### config.mk
export PLATFORM = sky130hd
export DESIGN_NAME = demux14_reg
export DESIGN_NICKNAME = d
export VERILOG_FILES = /design/src/rtl/demux14_reg.sv
export SDC_FILE = /design/constraint.sdc
export NUM_CORES = 1
export LEC_CHECK = 0
export ABC_AREA = 1
export CORE_MARGIN = 3
export CORE_UTILIZATION = 50
export CTS_CLUSTER_SIZE = 24
export DETAILED_ROUTE_END_ITERATION = 12
export GPL_ROUTABILITY_DRIVEN = 0
export MAX_ROUTING_LAYER = met4
export PLACE_DENSITY = 0.81
export SYNTH_ARGS = -nofsm -noshare
export SYNTH_HDL_FRONTEND = slang
export SYNTH_SLANG_ARGS = --single-unit
export TNS_END_PERCENT = 100
### constraint.sdc
create_clock -name clk -period 3 [get_ports clk]
set_input_delay 0.3 -clock clk [delete_from_list [all_inputs] [get_ports clk]]
set_output_delay 0.3 -clock clk [all_outputs]
set_load 0.005 [all_outputs]
### src/rtl/demux14_reg.sv
// Purpose : registered 1-to-4 demultiplexer. {s1,s0} steers each accepted word into one of four one-entry channel registers.
// Latency : 1 cycle. A word accepted at edge k is valid on its channel after edge k.
// Backpressure: in_ready follows only the selected channel, so a stalled consumer blocks only traffic addressed to it.
//
// Ports:
//   clk, rst                  clock and synchronous active-high reset
//   in_data/in_valid/in_ready producer side; s1,s0 select the target channel
//   oN/oN_valid/oN_ready      consumer side of channel N (N = 0..3)
//   cntN                      words delivered on channel N, wrapping modulo 2^CNTW
module demux14_reg #(
    parameter int WIDTH = 8,
    parameter int CNTW  = 8
) (
    input  logic             clk,
    input  logic             rst,
    input  logic [WIDTH-1:0] in_data,
    input  logic             in_valid,
    output logic             in_ready,
    input  logic             s1,
    input  logic             s0,
    output logic [WIDTH-1:0] o0,
    output logic [WIDTH-1:0] o1,
    output logic [WIDTH-1:0] o2,
    output logic [WIDTH-1:0] o3,
    output logic             o0_valid,
    output logic             o1_valid,
    output logic             o2_valid,
    output logic             o3_valid,
    input  logic             o0_ready,
    input  logic             o1_ready,
    input  logic             o2_ready,
    input  logic             o3_ready,
    output logic [CNTW-1:0]  cnt0,
    output logic [CNTW-1:0]  cnt1,
    output logic [CNTW-1:0]  cnt2,
    output logic [CNTW-1:0]  cnt3
);

    logic [WIDTH-1:0] dat_q [4];
    logic [WIDTH-1:0] dat_d [4];
    logic [CNTW-1:0]  cnt_q [4];
    logic [CNTW-1:0]  cnt_d [4];
    logic [3:0]       vld_q;
    logic [3:0]       vld_d;

    logic [1:0] sel;
    logic [3:0] rdy;
    logic [3:0] drain;
    logic [3:0] load;
    logic [3:0] free;
    logic       accept;

    assign sel = {s1, s0};
    assign rdy = {o3_ready, o2_ready, o1_ready, o0_ready};

    always_comb begin
        drain    = vld_q & rdy;
        // A slot being drained this cycle can take a new word on the same edge.
        free     = ~vld_q | rdy;
        in_ready = ~rst & free[sel];
        accept   = in_valid & in_ready;
        load     = '0;
        for (int n = 0; n < 4; n++) begin
            load[n]  = accept && (sel == 2'(n));
            vld_d[n] = load[n] | (vld_q[n] & ~drain[n]);
            dat_d[n] = load[n] ? in_data : dat_q[n];
            cnt_d[n] = drain[n] ? cnt_q[n] + CNTW'(1) : cnt_q[n];
        end
    end

    always_ff @(posedge clk) begin
        if (rst) begin
            vld_q <= '0;
            for (int n = 0; n < 4; n++) begin
                dat_q[n] <= '0;
                cnt_q[n] <= '0;
            end
        end else begin
            vld_q <= vld_d;
            for (int n = 0; n < 4; n++) begin
                dat_q[n] <= dat_d[n];
                cnt_q[n] <= cnt_d[n];
            end
        end
    end

    assign o0       = dat_q[0];
    assign o1       = dat_q[1];
    assign o2       = dat_q[2];
    assign o3       = dat_q[3];
    assign o0_valid = vld_q[0];
    assign o1_valid = vld_q[1];
    assign o2_valid = vld_q[2];
    assign o3_valid = vld_q[3];
    assign cnt0     = cnt_q[0];
    assign cnt1     = cnt_q[1];
    assign cnt2     = cnt_q[2];
    assign cnt3     = cnt_q[3];

endmodule
==> key figures <==
Status
  • Status: finished, final reports clean

GRT
  • Met1 global-route usage: 0.260
  • M3 GR Usage: 0.0329
  • Gr usage total: 0.213
  • Met2 GRT Util: 0.363
  • Vias in the first global route: about 3.0k
  • First-pass GRT wire length: roughly 13 mm
  • Top Usage Layer GRT: met2
  • Initial antenna violation count: 0
  • Largest net degree at the start of global routing: 55
  • Grt total ovfl: 0

Critical path
  • Worst Setup SP: s0
  • CP Data Required Time: between 2 and 3 ns
  • Worst R2R End: cnt_q[0][6]$_SDFFE_PP0P_
  • Worst Reg-to-Reg Cells: 6
  • CP Capture Type: output pin
  • FF-to-FF Start: cnt_q[0][0]$_SDFFE_PP0P_
  • Slowest stage cell, crit path: clkdlybuf4s50_1
  • CP cell instances: clkdlybuf4s50_1, inv_2, nor2_4, nand3_2, nand2_2, nor2_4, clkdlybuf4s50_1
  • R2r setup slk: roughly 1.5 ns
  • Kind of critical path: in -> out
  • Crit Path Max Fanout: 10
  • Setup crit start kind: input pin
  • CP max stage delay: around 0.67 ns
  • Crit path DAT: slightly below 2 ns

CTS
  • CTS-repair resized insts: 0
  • Hold buffer count at cts: 0
  • CTS Buf Count: 9
  • Setup bufs post-CTS: 0
  • Root buf cell: clkbuf_8
  • Clk slew on worst S/H paths: 0.07 ns
  • H-tree depth: 3
  • CTS sink cnt: 68
  • Skew-Pair Late Insertion Delay: between 0.3 and 0.4 ns
  • CTS Buffer Depth: 2
  • CTS tree: yes

Worst hold path
  • Hold crit path type: reg -> reg
  • Hold Path End: cnt_q[0][26]$_SDFFE_PP0P_
  • Worst hold start: cnt_q[0][26]$_SDFFE_PP0P_
  • Hold path cells: 2

Drt
  • DRC: 0
  • Pre-Repair DR Iteration Count: 4
  • Routed WL: between 7 and 8 mm
  • Routed len/inst: roughly 12 um
  • Via count: about 3.2k
  • Starting DRT DRC Count: ~170
  • Routed vias/inst: 4.88
  • Post-route antenna net violation count: 0

STA
  • Final Critical Period: 2.28 ns
  • Achievable Freq: around 0.44 GHz
  • Max Slew Vio Count: 0
  • Worst-margin pin slew: 0.851 ns
  • Slew margin rel.: 0.431
  • Setup Viol. Count Final: 0
  • Final hold vios: 0
  • TNS Setup: 0 ns
  • Worst-case clock skew: about 0.011 ns
  • RSZ-0062 raised after global routing: no
  • Fin crit share: 0.760

Power
  • Max rail drop VDD: between 200 and 300 uV
  • Internal Power: ~1500 uW
  • Pwr Density: between 400 and 500 nW/um^2
  • Switching share of power: 0.246
  • Clock share of power: 0.423
  • Sequential power share: 0.474
  • Combinational share of power: 0.102
  • LEAKAGE: 0.00196 uW
  • NetSw: approximately 480 uW

Synthesis
  • Synth cell types: 26
  • Async S/R FF share, synth: 0
  • Cells after synthesis: ~490
  • Net Count, Synth: about 510
  • Syn. warnings: 0
  • Synth top area cells: dfxtp_1 41%, nand2_1 12%, inv_1 12%
  • Most common cell in the netlist: nand2_1
  • Post-synth EDFFs: 0
  • Synth area leader: dfxtp_1
  • #FFs+latches synth: between 60 and 70
  • Post-synth top cells: 111 x nand2_1, 109 x inv_1, 68 x dfxtp_1
  • Seq/Total Area, Yosys: 0.405
  • Area share of the largest cell type after synthesis: 0.405
  • Mean Syn Cell Area: between 6 and 7 sq um
  • Main synth FF type: dfxtp_1
  • Synthesized area: about 3400 sq um

Floorplanning
  • Die area: ~7700 sq um
  • Initial Util: 0.523
  • CORE AREA: approximately 6400 sq um
  • I/O pin count: 86
  • Row Count: 29
  • Die X: 88.0 um
  • DIE HEIGHT: approximately 88 um

Layout
  • Area Overhead vs Synth: 32.9%
  • Ratio of cells with drive above 1 in the final layout: 0.0900
  • Nets: roughly 590
  • Cell Count, Final, Fillers Out: approximately 660
  • Diode count: 0

Place
  • IO buf count: 85
  • Placed Cells: 639
  • Dpl hpwl: approximately 5.8 mm

Run
  • Total of max-cap violations: 0
layout by cell type, fill, tap and decap left out, drive strengths merged:
cell type and count:
and3 1, buf 5, clkinvlp 3, bufinv 2, a21oi 18, nand2 116, inv 115, nor3b 4
xor2 1, clkdlybuf4s50 85, clkinv 1, nand3 10, nor3 5, a31o 3, clkbuf 9, ha 4
dfxtp 68, nor2 76, o21ai 12, nand4 40
state kept, by name, summed over array words and instances, names as in the netlist:
| name | flops |
|---|---|
| cnt_q | 32 |
| dat_q | 32 |
| vld_q | 4 |
per-stage QoR:
stage / total power [uW] / hold slack (ns) / setup WS [ns] / area (sq um) / utilization
after floorplan: 1070 / 0.376 / 1.74 / 3360 / -
after global placement: 1150 / 0.463 / 0.776 / 4240 / 0.661
after detailed placement: 1150 / 0.467 / 0.717 / 4240 / 0.661
after CTS: 1980 / 0.479 / 0.716 / 4470 / 0.696
after global routing: 2040 / 0.497 / 0.651 / 4470 / 0.696
final: 1970 / 0.476 / 0.721 / 4470 / 0.696
kinds of logic (layout without fill, tap and decap cells):
group | Yosys count | in the layout | share of synthesized area
compound gates | 33 | 33 | 0.0525
xor+xnor | 1 | 1 | 0.00261
fa+ha+maj | 4 | 4 | 0.0149
buf+inv | 128 | 220 | 0.158
simple gates | 252 | 252 | 0.367
flops | 68 | 68 | 0.405
layout make-up:
| type | instances | area [sq um] |
|---|---|---|
| Inverter | 114 | 428 |
| Clock inverter | 7 | 100 |
| Clock buffer | 9 | 124 |
| Timing Repair Buffer | 90 | 888 |
| Tap cell | 77 | 96.3 |
| Multi-Input combinational cell | 290 | 1470 |
| Fill cell | 523 | 1960 |
| Sequential cell | 68 | 1360 |
routing by layer:
layer  routed length, um  vias up  share of wire
li1                    -     1662              -
met2                3760       97           0.49
met4                 103        0          0.013
met3                 422       10          0.055
met1                3420     1428           0.44
met5                   0        -              0
worst max-delay path, delay by kind of cell:
kind / cells / cell delay [ns]
AND/OR/NAND/NOR: 4 / 0.49
buffers and inverters: 3 / 1.18
how the worst max path moves through the flow:
stage	endpoint	cells after the start
after floorplan	cnt_q[0][6]$_SDFFE_PP0P_	6
final	in_ready	7
after CTS	in_ready	7
after global routing	in_ready	7
after global placement	in_ready	7
after detailed placement	in_ready	7
power by group through the flow:
| stage | logic (uW) | clock network [uW] | registers, uW |
|---|---|---|---|
| after detailed placement | 200 | 0 | 954 |
| after floorplan | 118 | 0 | 954 |
| after CTS | 201 | 846 | 933 |
| after global placement | 195 | 0 | 953 |
| final | 201 | 833 | 933 |
| after global routing | 222 | 887 | 935 |
Note: power is estimated with default switching activity, not from simulation.
